**src/rtl/obi_rr_arbiter.sv**
```systemverilog
// Round-robin arbiter sharing one OBI slave port between MASTERS requesters.
// The selection is locked from an ungranted request until its grant, so the
// address phase stays stable. Every accepted transaction pushes the issuing
// master index into an ID FIFO. In-order responses are routed back to the
// master at the FIFO head.
//
// Handshake rules:
//   - Address phase: a transfer is accepted in the cycle where
//     slave_req_o && slave_gnt_i. The master sees master_gnt_o in that same
//     cycle. Once a request is stalled by a low gnt, the selected master is
//     held until it is granted or it drops its request.
//   - Response phase: slave_rvalid_i is a single-cycle pulse per accepted
//     transaction, returned in order. It is forwarded with zero latency to the
//     master at the FIFO head.
module obi_rr_arbiter #(
    parameter int MASTERS     = 3,
    parameter int OUTSTANDING = 2,
    parameter int MASTER_BITS = (MASTERS == 1) ? 1 : $clog2(MASTERS),
    parameter int CNT_BITS    = $clog2(OUTSTANDING + 1)
) (
    input  logic                clk_i,
    input  logic                rst_ni,
    input  logic                master_req_i    [MASTERS],
    output logic                master_gnt_o    [MASTERS],
    input  logic                master_we_i     [MASTERS],
    input  logic [3:0]          master_be_i     [MASTERS],
    input  logic [31:0]         master_addr_i   [MASTERS],
    input  logic [31:0]         master_wdata_i  [MASTERS],
    output logic                master_rvalid_o [MASTERS],
    output logic [31:0]         master_rdata_o  [MASTERS],
    output logic                slave_req_o,
    input  logic                slave_gnt_i,
    output logic                slave_we_o,
    output logic [3:0]          slave_be_o,
    output logic [31:0]         slave_addr_o,
    output logic [31:0]         slave_wdata_o,
    input  logic                slave_rvalid_i,
    input  logic [31:0]         slave_rdata_i,
    output logic [CNT_BITS-1:0] outstanding_o,
    output logic                rsp_err_o
);

    localparam int PTR_BITS = (OUTSTANDING == 1) ? 1 : $clog2(OUTSTANDING);
    localparam logic [MASTER_BITS:0] L_MASTERS   = (MASTER_BITS + 1)'(MASTERS);
    localparam logic [MASTER_BITS-1:0] L_LAST_M  = MASTER_BITS'(MASTERS - 1);
    localparam logic [CNT_BITS-1:0]  L_FULL_CNT  = CNT_BITS'(OUTSTANDING);
    localparam logic [PTR_BITS-1:0]  L_LAST_PTR  = PTR_BITS'(OUTSTANDING - 1);

    localparam logic [0:0] ST_UNLOCKED = 1'b0;
    localparam logic [0:0] ST_LOCKED   = 1'b1;

    logic [0:0]             r_state;
    logic [MASTER_BITS-1:0] r_lock_idx;
    logic [MASTER_BITS-1:0] r_rr_ptr;
    logic [MASTER_BITS-1:0] r_fifo [OUTSTANDING];
    logic [PTR_BITS-1:0]    r_wr_ptr;
    logic [PTR_BITS-1:0]    r_rd_ptr;
    logic [CNT_BITS-1:0]    r_count;
    logic                   r_rsp_err;

    logic [MASTER_BITS-1:0] w_arb_idx;
    logic                   w_arb_found;
    logic [MASTER_BITS:0]   w_scan;
    logic [MASTER_BITS-1:0] w_sel;
    logic [MASTER_BITS-1:0] w_next_rr;
    logic [MASTER_BITS-1:0] w_head;
    logic                   w_full;
    logic                   w_empty;
    logic                   w_slave_req;
    logic                   w_accept;
    logic                   w_pop;

    function automatic logic [PTR_BITS-1:0] ptr_inc(input logic [PTR_BITS-1:0] p);
        return (p == L_LAST_PTR) ? '0 : p + 1'b1;
    endfunction

    // Round-robin scan: first requester at or above r_rr_ptr, with wrap-around.
    always_comb begin
        w_arb_idx   = r_rr_ptr;
        w_arb_found = 1'b0;
        w_scan      = '0;
        for (int i = 0; i < MASTERS; i++) begin
            w_scan = {1'b0, r_rr_ptr} + (MASTER_BITS + 1)'(i);
            if (w_scan >= L_MASTERS) begin
                w_scan = w_scan - L_MASTERS;
            end
            if (!w_arb_found && master_req_i[w_scan[MASTER_BITS-1:0]]) begin
                w_arb_idx   = w_scan[MASTER_BITS-1:0];
                w_arb_found = 1'b1;
            end
        end
    end

    assign w_sel       = (r_state == ST_LOCKED) ? r_lock_idx : w_arb_idx;
    assign w_full      = (r_count == L_FULL_CNT);
    assign w_empty     = (r_count == '0);
    assign w_slave_req = master_req_i[w_sel] & ~w_full;
    assign w_accept    = w_slave_req & slave_gnt_i;
    assign w_pop       = slave_rvalid_i & ~w_empty;
    assign w_head      = r_fifo[r_rd_ptr];
    assign w_next_rr   = (MASTERS == 1 || w_sel == L_LAST_M) ? '0 : w_sel + 1'b1;

    assign slave_req_o   = w_slave_req;
    assign slave_we_o    = master_we_i[w_sel];
    assign slave_be_o    = master_be_i[w_sel];
    assign slave_addr_o  = master_addr_i[w_sel];
    assign slave_wdata_o = master_wdata_i[w_sel];
    assign outstanding_o = r_count;
    assign rsp_err_o     = r_rsp_err;

    // Per-master grant and response demux; read data is broadcast.
    always_comb begin
        for (int i = 0; i < MASTERS; i++) begin
            master_gnt_o[i]    = w_accept && (w_sel == MASTER_BITS'(i));
            master_rvalid_o[i] = w_pop && (w_head == MASTER_BITS'(i));
            master_rdata_o[i]  = slave_rdata_i;
        end
    end

    // Lock FSM: hold the selection while a request waits for its grant.
    always_ff @(posedge clk_i or negedge rst_ni) begin
        if (!rst_ni) begin
            r_state    <= ST_UNLOCKED;
            r_lock_idx <= '0;
        end else begin
            case (r_state)
                ST_UNLOCKED: begin
                    if (w_slave_req && !slave_gnt_i) begin
                        r_state    <= ST_LOCKED;
                        r_lock_idx <= w_sel;
                    end
                end
                default: begin
                    // Granted, or the master abandoned its request.
                    if (w_accept || !master_req_i[r_lock_idx]) begin
                        r_state <= ST_UNLOCKED;
                    end
                end
            endcase
        end
    end

    // Round-robin pointer advances past the master just accepted.
    always_ff @(posedge clk_i or negedge rst_ni) begin
        if (!rst_ni) begin
            r_rr_ptr <= '0;
        end else if (w_accept) begin
            r_rr_ptr <= w_next_rr;
        end
    end

    // ID FIFO: push on accept and pop on response. Both can happen in one
    // cycle; the pop reads the old head before the new entry matters.
    always_ff @(posedge clk_i or negedge rst_ni) begin
        if (!rst_ni) begin
            for (int i = 0; i < OUTSTANDING; i++) begin
                r_fifo[i] <= '0;
            end
            r_wr_ptr <= '0;
            r_rd_ptr <= '0;
            r_count  <= '0;
        end else begin
            if (w_accept) begin
                r_fifo[r_wr_ptr] <= w_sel;
                r_wr_ptr         <= ptr_inc(r_wr_ptr);
            end
            if (w_pop) begin
                r_rd_ptr <= ptr_inc(r_rd_ptr);
            end
            case ({w_accept, w_pop})
                2'b10:   r_count <= r_count + 1'b1;
                2'b01:   r_count <= r_count - 1'b1;
                default: r_count <= r_count;
            endcase
        end
    end

    // Sticky error when a response arrives with nothing outstanding.
    always_ff @(posedge clk_i or negedge rst_ni) begin
        if (!rst_ni) begin
            r_rsp_err <= 1'b0;
        end else if (slave_rvalid_i && w_empty) begin
            r_rsp_err <= 1'b1;
        end
    end

endmodule

```
**config.mk**
```make
export PLATFORM = sky130hd
export DESIGN_NAME = obi_rr_arbiter
export DESIGN_NICKNAME = d
export VERILOG_FILES = /design/src/rtl/obi_rr_arbiter.sv
export SDC_FILE = /design/constraint.sdc
export NUM_CORES = 1
export LEC_CHECK = 0
export BUFFER_PORTS_ARGS = -buffer_cell sky130_fd_sc_hd__buf_4
export CORE_AREA = 2 2 163 165
export DETAILED_ROUTE_END_ITERATION = 10
export DIE_AREA = 0 0 165 167
export PLACE_DENSITY = 0.43
export SYNTH_ARGS = -nofsm -noshare
export SYNTH_HDL_FRONTEND = slang
export SYNTH_SLANG_ARGS = --single-unit
```
**constraint.sdc**
```tcl
create_clock -name clk_i -period 3.8 [get_ports clk_i]
set_input_delay 0.57 -clock clk_i [delete_from_list [all_inputs] [get_ports clk_i]]
set_output_delay 0.57 -clock clk_i [all_outputs]
set_load 0.01 [all_outputs]
```
# Yosys cells after proc, flatten, opt, wreduce, memory -nomap -nowiden
# Index checks and enable logic that the tools add are counted.
# classes
n_mux,49
reduce_logical,21
n_lt_le_gt_ge,11
n_mul,0
n_bitwise,13
add_sub_neg,10
eq_ne,7
n_div,0
n_shift,0
# ops
operator,n
$bmux W32 S2,2
$mux W32,4
$mux W2,12
$mux W1,19
$ge A3 B3 Y1 const B,5
$not A2 Y3,5
$bmux W1 S2,6
$logic_and A1 B1 Y1,11
$bmux W4 S2,1
$eq A2 B2 Y1 const B,4
$mux W4,2
$eq A2 B1 Y1 const B,3
$ge A2 B2 Y1 const B,3
$ge A3 B2 Y1 const B,2
$logic_not A2 Y1,3
$sub A2 B2 Y2 const B,3
$add A2 B1 Y2 const B,2
$bwmux W4,1
$logic_not A1 Y1,4
$not A1 Y2,2
$pmux W2 S2,1
$add A2 B1 Y3 const B,1
$add A2 B2 Y3 const B,1
$and A1 B1 Y1,3
other kinds (8),11
# totals
wordCells,120
romBits,0
latch_bits,0
n_memories,0
out_inout_bits,175
reg_bits,14
mem_bits_rw,0

# Longest topological paths before layout
# Gate-level depths: netlist of the first run.
# depth
depth_word,23
depth_mapped,15
depth_no_buf,12

# Least setup slack after synthesis of the first run
# No wires, ideal clock.
# synth_path
path_type,reg-to-output
startpoint,register r_rr_ptr[0]
endpoint,output port slave_addr_o[21]
stages_incl_launch_ff,12
t_required_ps,3230
setup_slack_ps,781
arrival_ps,2449
cell_sequence,dfrtp_1 -> inv_1 -> ha_1 -> buf_2 -> mux2i_1 -> a2bb2o_1 -> nand2_1 -> nand3_1 -> o22ai_1 -> buf_2 -> buf_2 -> o2bb2ai_1
# synth_between
elab_chain_len,18
elab_cells_between_ends,37
classes_between,5 x add/sub; 3 x order compare; 21 x mux; 4 x bitwise; 4 x reduce/logical
# synth_lines
item,line,rtl
start: declaration,54,logic [MASTER_BITS-1:0] r_rr_ptr;
start signal: assignment,148,r_rr_ptr <= w_next_rr;
branches (longest 12 deep; another with $add A2 B1 Y3),--,
$mux W2 (*),87,if (!w_arb_found && master_req_i[w_scan[MASTER_BITS-1:0]]) begin
$mux W2 (*),94,assign w_sel = (r_state == ST_LOCKED) ? r_lock_idx : w_arb_idx;
$not A2 Y3 (not written as such) (*),106,assign slave_addr_o = master_addr_i[w_sel];
$bmux W32 S2 (*),106,
$mux W32 (not written as such) (*) (2 in series),106,
end: declaration,35,"output logic [31:0] slave_addr_o,"
# Mark *: on every way between the ends. The select of a mux whose other input is x is not followed.

# Worst setup path in the final report of the first run
# layout_path
startpoint,register r_rr_ptr[1]
endpoint,output port slave_wdata_o[16]
# layout_between
elab_chain_len,18
elab_cells_between_ends,37
classes_between,5 x add/sub; 3 x order compare; 21 x mux; 4 x bitwise; 4 x reduce/logical
# layout_lines
item,line,rtl
branches (longest 12 deep; another with $add A2 B1 Y3),--,
$mux W2 (*),87,
$mux W2 (*),94,
$not A2 Y3 (not written as such) (*),107,assign slave_wdata_o = master_wdata_i[w_sel];
$bmux W32 S2 (*),107,
$mux W32 (not written as such) (*) (2 in series),107,
end: declaration,36,"output logic [31:0] slave_wdata_o,"
# Marks and branches as above.

==> results.toml, run 1 <==
[synthesis]
ys.warnings.count = 0
synth_edf_count = 0
avgSynthCellArea_um2 = 8.38
ys_async_sr_fraction_pct = 100
synth_top_area_share_pct = 22.0
yosys.cell_types.count = 51
yosysMostFrequentCell = "buf_4"
synthesis.nets = 652
synth.largest_area_cell = "mux2i_1"
synth-seq-cells = 14
synthCells = 401
synth_area_leaders = "mux2i_1 (22%), buf_4 (21%), o2bb2ai_1 (18%), dfrtp_1 (10%), buf_2 (3.1%)"
yosysSeqAreaShare_pct = 10.4
synth_ff_type = "dfrtp_1"
synth_common_cells = "buf_4 (96), mux2i_1 (74), o2bb2ai_1 (70)"
netlist_area_mm2 = 0.00336

[routing]
routed_wl_um = 15500
vias = 3745
vias_per_cell = 4.07
first_iter_violations = 161
drc = 0
drt-pass1-iter-count = 4
antenna_left = 0
routedWlPerCell_um = 16.9

[clock_network]
clock_path_buffers = 2
postCtsHoldBufs = 0
numClockSinks = 14
cts.htree.levels = 1
clk_latency_ns = 0.25
cts_tree = "built"
cts_made_buffers = 3
root_buffer = "clkbuf_16"
clkTransAtPathRegs_ns = 0.05

[job]
maxCapViolations = 0

[worst_setup_path]
cp.required_ns = 3.23
cp-start-kind = "register"
crit_type = "register to output pin"
worst-endpoint-arrival_ns = 3.04
path_max_fanout = 30
endpoint_kind = "output pin"

[sta]
skew_ns = 0.00391
maxSlewViolCount = 0
holdWs_ns = 0.166
worst_slew_pin_slew_ns = 0.654
hold_viol = 0
post-route-period-util_pct = 95.1
maxSlewHeadroom_pct = 56.0
period_needed_ns = 3.61
setup_viol = 0
max_freq_ghz = 0.277

[final_layout]
fin_nets = 837
areaGrowthSynthToFinish_pct = 62.0
antenna_cells = 0
drive_above_1_share_pct = 56.2
finalInstanceArea_mm2 = 0.00544

[global_routing]
grt_max_degree = 39
track_usage_pct = 9.67
antenna_found_initial = 0
grt_pass1_vias = 3733
grt_pass1_wl_um = 21000
overflow = 0

[power]
power_density_mw_per_mm2 = 1020
vdd_drop_max_mv = 0.508
p_leak_nw = 2.65

[worst_hold_path]
hp-class = "primary input to async pin"

[die]
initial_core_util_pct = 13.0
io_pins = 421
die_y_um = 167
core_mm2 = 0.0258
die-area_mm2 = 0.0276
num_rows = 59
chipWidth_um = 165

[placed_design]
placed_area_mm2 = 0.00528
io_buffer_count = 292
hpwl_um = 12200
routabilityCongestion = 0.794

[status]
status = "finished, final reports clean"
-- metal layers --
metal  wire, um  share of wire, %  vias to the layer above  global-route usage [%]
met3       1710                11                       26                    2.49
met5          0                 0                        -                       0
li1           -                 -                     1780                       -
met4        256               1.7                        0                    1.78
met1       6150                40                     1721                    12.0
met2       7390                48                      218                    16.9
-- power breakdown --
group / total [mW] / leakage (nW) / internal (mW) / switching (mW)
clock: 0.225 / 0.0442 / 0.160 / 0.0656
sequential: 0.354 / 0.160 / 0.221 / 0.132
combinational: 4.97 / 2.44 / 2.41 / 2.56
total: 5.55 / 2.65 / 2.79 / 2.76
-- registers in the layout, indices dropped and copies added (netlist names) --
name and flops:
outstanding_o 2, r_fifo 4, r_lock_idx 2, r_rd_ptr 1, r_rr_ptr 2, r_state 1, r_wr_ptr 1, rsp_err_o 1
-- cell type report --
class	count	area, um^2
fillers	2878	20300
repair buffers	307	2360
multi-input cells	251	2190
well taps	335	419
flip-flops and latches	14	350
clock buffers	4	88.8
inverters	9	33.8
-- cell usage in the layout, fill, tap and decap left out, types with 4 or more instances in the layout --
cell and n:
o2bb2ai_1 68, dfrtp_1 14, buf_4 302, nand2_1 9, nand2b_1 4, nor2b_1 4, o211ai_1 4, o21ai_0 6
buf_12 4, xnor2_1 4, mux2i_1 74, o21ai_1 6, nor2_1 9, nor3_1 4, inv_1 9, a21oi_1 5
-- per-stage QoR --
stage	total power [mW]	instances	setup WS (ns)	utilization [%]	TNS (ns)
after floorplan	3.19	401	0.781	-	0
after global placement	5.26	913	0.253	20.5	0
after detailed placement	5.23	913	0.237	20.5	0
after CTS	5.49	917	0.0923	20.8	0
after global routing	6.02	920	-0.0376	21.1	-0.0400
final	5.55	920	0.185	21.1	0
-- worst paths after layout --
kind / from / end / slack (ns) / cells past startpoint
hold reg to reg: rsp_err_o / rsp_err_o / 0.48 / 1
hold / removal: rst_ni / r_fifo[3] / 0.17 / 1
min in group clk_i: rsp_err_o / rsp_err_o / 0.48 / 1
setup reg to reg: r_rr_ptr[1] / outstanding_o[1] / 0.55 / 11
max in group asynchronous: rst_ni / r_wr_ptr / 3.46 / 1
setup / recovery: r_rr_ptr[1] / slave_wdata_o[16] / 0.19 / 11
-- critical path, cell delays in order, from the launching register on --
cell,delay [ns]
dfrtp_1,0.42
inv_1,0.11
ha_2,0.30
mux2i_4,0.32
o221ai_1,0.16
o21bai_4,0.22
a21oi_4,0.23
buf_12,0.25
buf_4,0.26
mux2i_1,0.23
o2bb2ai_1,0.09
buf_4,0.14
-- what timing repair did --
| action | 4_1_cts | 5_1_grt |
|---|---|---|
| cloned | 0 | 2 |
| resized for setup | 1 | 9 |
| setup endpoints to repair | 1 | 64 |
| pin swaps | 0 | 1 |
| setup buffers | 0 | 1 |
-- kinds of logic (layout without fill, tap and decap cells) --
kind of cell    after synthesis  after routing  synth area share [%]
mux                          76             76                  22.8
compound gates              119            121                  29.6
simple gates                 44             44                  6.67
fa+ha+maj                     5              5                  1.86
xor+xnor                      5              5                  1.30
buf+inv                     138            320                  27.4
flops                        14             14                  10.4
No activity file was read; power rests on OpenSTA's default activity.
==> inputs of run 2 (changes only) <==
Settings changed: PLACE_DENSITY 0.43 to not set.
==> run 2 against run 1 <==
Effect of this change:
- highest routed layer unchanged
- clock power decreased by 15%
- clock skew about the same
- sequential share of layout area about the same
- worst setup slack got worse by 0.042 ns
==> results.toml, run 2 (synthesized netlist as in run 1, its figures left out) <==
[status]
status = "finished, final reports clean"

[worst_setup_path]
critical-path-top-delay-family = "compound AO/OA/AOI/OAI gates"
path_common_cell = "buf_4"
critPathSlowestCell = "dfrtp_1"
max_stage_delay_ns = 0.42
worst-endpoint-arrival_ns = 3.09
crit_chain = "inv_1 > ha_2 > mux2i_2 > o221ai_1 > o21bai_4 > a21oi_4 > buf_12 > mux2i_1 > buf_4 > o2bb2ai_1 > buf_4"
cp-start-kind = "register"
endpoint_kind = "output pin"
path_max_fanout = 20
critPathBufInv = 4
crit_type = "register to output pin"
cp.required_ns = 3.23

[sta]
holdWs_ns = 0.172
maxSlewViolCount = 0
rsz0062_at_grt = "false"
post-route-period-util_pct = 96.2
maxSlewHeadroom_pct = 53.3
period_needed_ns = 3.66
tns_ns = 0
worst_slew_pin_slew_ns = 0.700
skew_ns = 0.00370
hold_viol = 0
max_freq_ghz = 0.273
setup_viol = 0

[routing]
routedWlPerCell_um = 18.6
drc = 0
vias_per_cell = 4.12
drt-pass1-iter-count = 4
routed_wl_um = 17100
first_iter_violations = 130
vias = 3797
antenna_left = 0

[global_routing]
antenna_found_initial = 0
track_usage_pct = 11.0
grt_pass1_wl_um = 22800
overflow = 0
grt_max_degree = 41
grt_pass1_vias = 3701

[job]
maxCapViolations = 0

[power]
vdd_drop_max_mv = 0.425
p_leak_nw = 2.66
finalPower_mw = 5.84
power_density_mw_per_mm2 = 1070

[final_layout]
areaGrowthSynthToFinish_pct = 62.6
antenna_cells = 0
top_register = "r_fifo"
largest_register_ffs = 4
multi_input_area_mm2 = 0.00219
fillers = 2857
drive_above_1_share_pct = 56.5
ff_latch_area_um2 = 350
final_common_cell = "buf_4"
final_cell_mix = "buf_4 (303), mux2i_1 (73), o2bb2ai_1 (67)"
fin_nets = 839
finalCoreUtilization_pct = 21.2

[clock_network]
cts_made_buffers = 3
cts_tree = "built"
clock_path_buffers = 2
root_buffer = "clkbuf_16"
clk_latency_ns = 0.24
postCtsHoldBufs = 0
cts.htree.levels = 1
numClockSinks = 14
clkTransAtPathRegs_ns = 0.05

[die]
die_y_um = 167
chipWidth_um = 165
core_mm2 = 0.0258
io_pins = 421
num_rows = 59
die-area_mm2 = 0.0276
initial_core_util_pct = 13.0

[placed_design]
io_buffer_count = 292
hpwl_um = 13200
routabilityCongestion = 0.805

[worst_hold_path]
hp-class = "primary input to async pin"
[run 2: cell count changes in the layout (fill, tap and decap cells not counted), sizes merged]
cell / before / now
buf: 307 / 308
[run 2: cell type report]
class | instances | area share (%)
timing repair buffer | 309 | 43.9
multi-input combinational | 251 | 40.0
tap | 335 | 7.67
sequential | 14 | 6.41
clock buffer | 3 | 1.37
inverter | 9 | 0.618
[run 2: repair_timing]
item / 4_1_cts / 5_1_grt
resized for setup: 5 / 8
endpoints found under the setup margin: 3 / 51
buffers inserted: 0 / 2
pin swaps: 1 / 1
gates cloned: 2 / 1
[run 2: path summary, 6_finish.rpt]
path                       cells past startpoint               end         from  slack [ns]
max in group asynchronous                      1          r_wr_ptr       rst_ni        3.45
setup reg to reg                              12  outstanding_o[1]  r_rr_ptr[1]        0.42
setup / recovery                              11        slave_we_o  r_rr_ptr[1]        0.14
hold reg to reg                                1         rsp_err_o    rsp_err_o        0.47
hold / removal                                 1         r_fifo[1]       rst_ni        0.17
min in group clk_i                             1         rsp_err_o    rsp_err_o        0.47
[run 2: where the power goes]
part	switching, mW	total (mW)	leakage [nW]	internal [mW]
Clock	0.0552	0.192	0.0370	0.137
Combinational	2.81	5.29	2.46	2.49
Sequential	0.131	0.352	0.160	0.222
[run 2: per-stage QoR]
stage / instances / cell area (um^2) / worst slack [ns]
finish: 921 / 5460 / 0.143
CTS: 918 / 5390 / 0.0285
detailed placement: 913 / 5280 / 0.203
floorplan: 401 / 3360 / 0.781
global placement: 913 / 5280 / 0.230
global route: 921 / 5460 / 0.0205
[run 2: routing by layer]
layer  global-route usage (%)  wire length, um  vias to the layer above
met5                        0                0                        -
met4                     3.25              379                        0
met3                     2.57             1620                       42
met2                     18.7             8340                      230
met1                     13.7             6810                     1737
li1                         -                -                     1788
==> inputs of run 3 (changes only) <==
Settings changed: BUFFER_PORTS_ARGS -buffer_cell sky130_fd_sc_hd__buf_4 to not set, CORE_AREA 2 2 163 165 to 2 2 162 164, DIE_AREA 0 0 165 167 to 0 0 164 166, DONT_BUFFER_PORTS set to 1.
==> run 3 against run 2 <==
Effect of this change:
- die area is 1.2% lower
- sequential share of layout area is 4.4 points higher
- critical endpoint is now slave_wdata_o[9]
- combinational power is 26% lower
- non-clock buffer count is 289 lower
- largest cell class is now multi-input combinational cells
- clock power hardly changed
- first-iteration DRC count is 27% lower
- largest power group unchanged
==> results.toml, run 3 (synthesized netlist as in run 1, its figures left out) <==
[status]
status = "finished, final reports clean"

[final_layout]
fillers = 2897
finalInstanceArea_mm2 = 0.00325
final_common_cell = "mux2i_1"
top_register = "r_fifo"
final_cell_mix = "mux2i_1 (74), o2bb2ai_1 (69), buf_4 (17)"
areaGrowthSynthToFinish_pct = -3.24
fin_nets = 550
largest_register_ffs = 4
drive_above_1_share_pct = 13.1
antenna_cells = 0

[routing]
routed_wl_um = 14200
first_iter_violations = 95
vias = 2821
dr_wl_met2_um = 7040
drt-pass1-iter-count = 6
wl_met1_um = 5360
top_layer_used = "met4"
wl_met3_um = 1490
routedWlPerCell_um = 22.5
drc = 0
antenna_left = 0
vias_per_cell = 4.46

[worst_setup_path]
cp-start-kind = "register"
cp.required_ns = 3.23
rr_startpoint = "r_rr_ptr[1]"
critPathBufInv = 3
critPathSlowestCell = "dfrtp_1"
endpoint_kind = "output pin"
critical-path-top-delay-family = "compound AO/OA/AOI/OAI gates"
worst-endpoint-arrival_ns = 3.05
r2r_setup_slack_ns = 0.54
path_max_fanout = 35
reg2regPathDepth = 11
r2r_end = "outstanding_o[1]"
crit_type = "register to output pin"
crit_chain = "inv_1 > ha_2 > mux2i_1 > a2bb2o_1 > nand2_2 > nand3_1 > o22ai_4 > buf_12 > o2bb2ai_1 > buf_4"
max_stage_delay_ns = 0.43

[power]
power_frac_clock_pct = 4.3
p_leak_nw = 1.25
vdd_drop_max_mv = 0.512
power_frac_comb_pct = 87.5
finalPower_mw = 4.46
intPower_mw = 1.81
switching_share_pct = 59.5
power_density_mw_per_mm2 = 1370
switchingPower_mw = 2.65
seqPwrFrac_pct = 8.2

[sta]
skew_ns = 0.00337
tns_ns = 0
maxSlewHeadroom_pct = 51.7
maxSlewViolCount = 0
period_needed_ns = 3.62
hold_viol = 0
setup_viol = 0
post-route-period-util_pct = 95.3
max_freq_ghz = 0.276
rsz0062_at_grt = "true"
worst_slew_pin_slew_ns = 0.717

[global_routing]
track_usage_pct = 8.01
grt_pass1_vias = 2513
grt_pass1_wl_um = 16500
overflow = 0
grt_max_degree = 70
antenna_found_initial = 0

[placed_design]
placed_area_mm2 = 0.00309
routabilityCongestion = 0.770
io_buffer_count = 0
hpwl_um = 10100

[worst_hold_path]
hp-class = "primary input to async pin"

[die]
core_mm2 = 0.0256
die-area_mm2 = 0.0272
io_pins = 421
initial_core_util_pct = 13.1
die_y_um = 166
chipWidth_um = 164
num_rows = 59

[clock_network]
clkTransAtPathRegs_ns = 0.04
cts_tree = "built"
root_buffer = "clkbuf_16"
clock_path_buffers = 2
clk_latency_ns = 0.24
numClockSinks = 14
cts.htree.levels = 1
cts_made_buffers = 3

[job]
maxCapViolations = 0
run 3: changes by cell type in the layout (fill, tap and decap cells not counted), sizes merged:
cell	previous run	this run
buf	308	19
run 3: per-layer routing:
metal | vias to the layer above | global-route usage, %
li1 | 1211 | -
met1 | 1320 | 10.0
met2 | 253 | 13.3
met3 | 37 | 2.57
met4 | 0 | 2.02
met5 | - | 0
run 3: cell type report:
class                      instances  area (um^2)  share of cell area, %
multi-input combinational        251         2180                   67.1
timing repair buffer              20          193                   5.93
clock buffer                       3         75.1                   2.31
sequential                        14          350                   10.8
inverter                           9         33.8                   1.04
tap                              335          419                   12.9
run 3: worst max path at each step:
stage	start	slack [ns]	to	cells after the start
2_1_floorplan	r_rr_ptr[0]	0.78	slave_addr_o[21]	11
3_3_place_gp	r_rr_ptr[0]	0.34	slave_wdata_o[30]	10
3_5_place_dp	r_rr_ptr[1]	0.26	slave_wdata_o[3]	9
4_1_cts	r_rr_ptr[0]	0.01	slave_wdata_o[3]	9
5_1_grt	r_rr_ptr[0]	-0.04	slave_wdata_o[9]	10
6_report	r_rr_ptr[0]	0.18	slave_wdata_o[9]	10
run 3: power groups by stage:
| stage | Clock, mW | Sequential [mW] | Combinational, mW |
|---|---|---|---|
| 2_1_floorplan | 0 | 0.289 | 2.90 |
| 3_3_place_gp | 0 | 0.349 | 3.64 |
| 3_5_place_dp | 0 | 0.353 | 3.68 |
| 4_1_cts | 0.198 | 0.349 | 3.69 |
| 5_1_grt | 0.207 | 0.384 | 4.23 |
| 6_report | 0.193 | 0.366 | 3.90 |
run 3: timing repair:
item,4_1_cts,5_1_grt
gates resized for setup,1,6
setup buffers,0,1
cloned,0,3
pin swaps,0,2
hold buffers,0,0
endpoints found under the setup margin,1,37
run 3: through the flow:
stage               setup WS, ns  util (%)  cells  hold slack (ns)
finish                     0.180      12.7    632           0.0213
CTS                       0.0123      12.4    628           0.0182
global placement           0.339      12.1    625            0.275
floorplan                  0.781         -    401            0.274
detailed placement         0.256      12.1    625            0.275
global route             -0.0422      12.7    632           0.0109
run 3: worst register-to-register path: stages, from the launching register on:
cell     delay [ns]
dfrtp_1        0.42
inv_1          0.12
ha_2           0.28
mux2i_2        0.34
o21ai_1        0.14
or3_4          0.42
a32oi_4        0.41
a21oi_2        0.12
a211o_1        0.31
ha_1           0.35
nor2_1         0.14
xor2_1         0.14
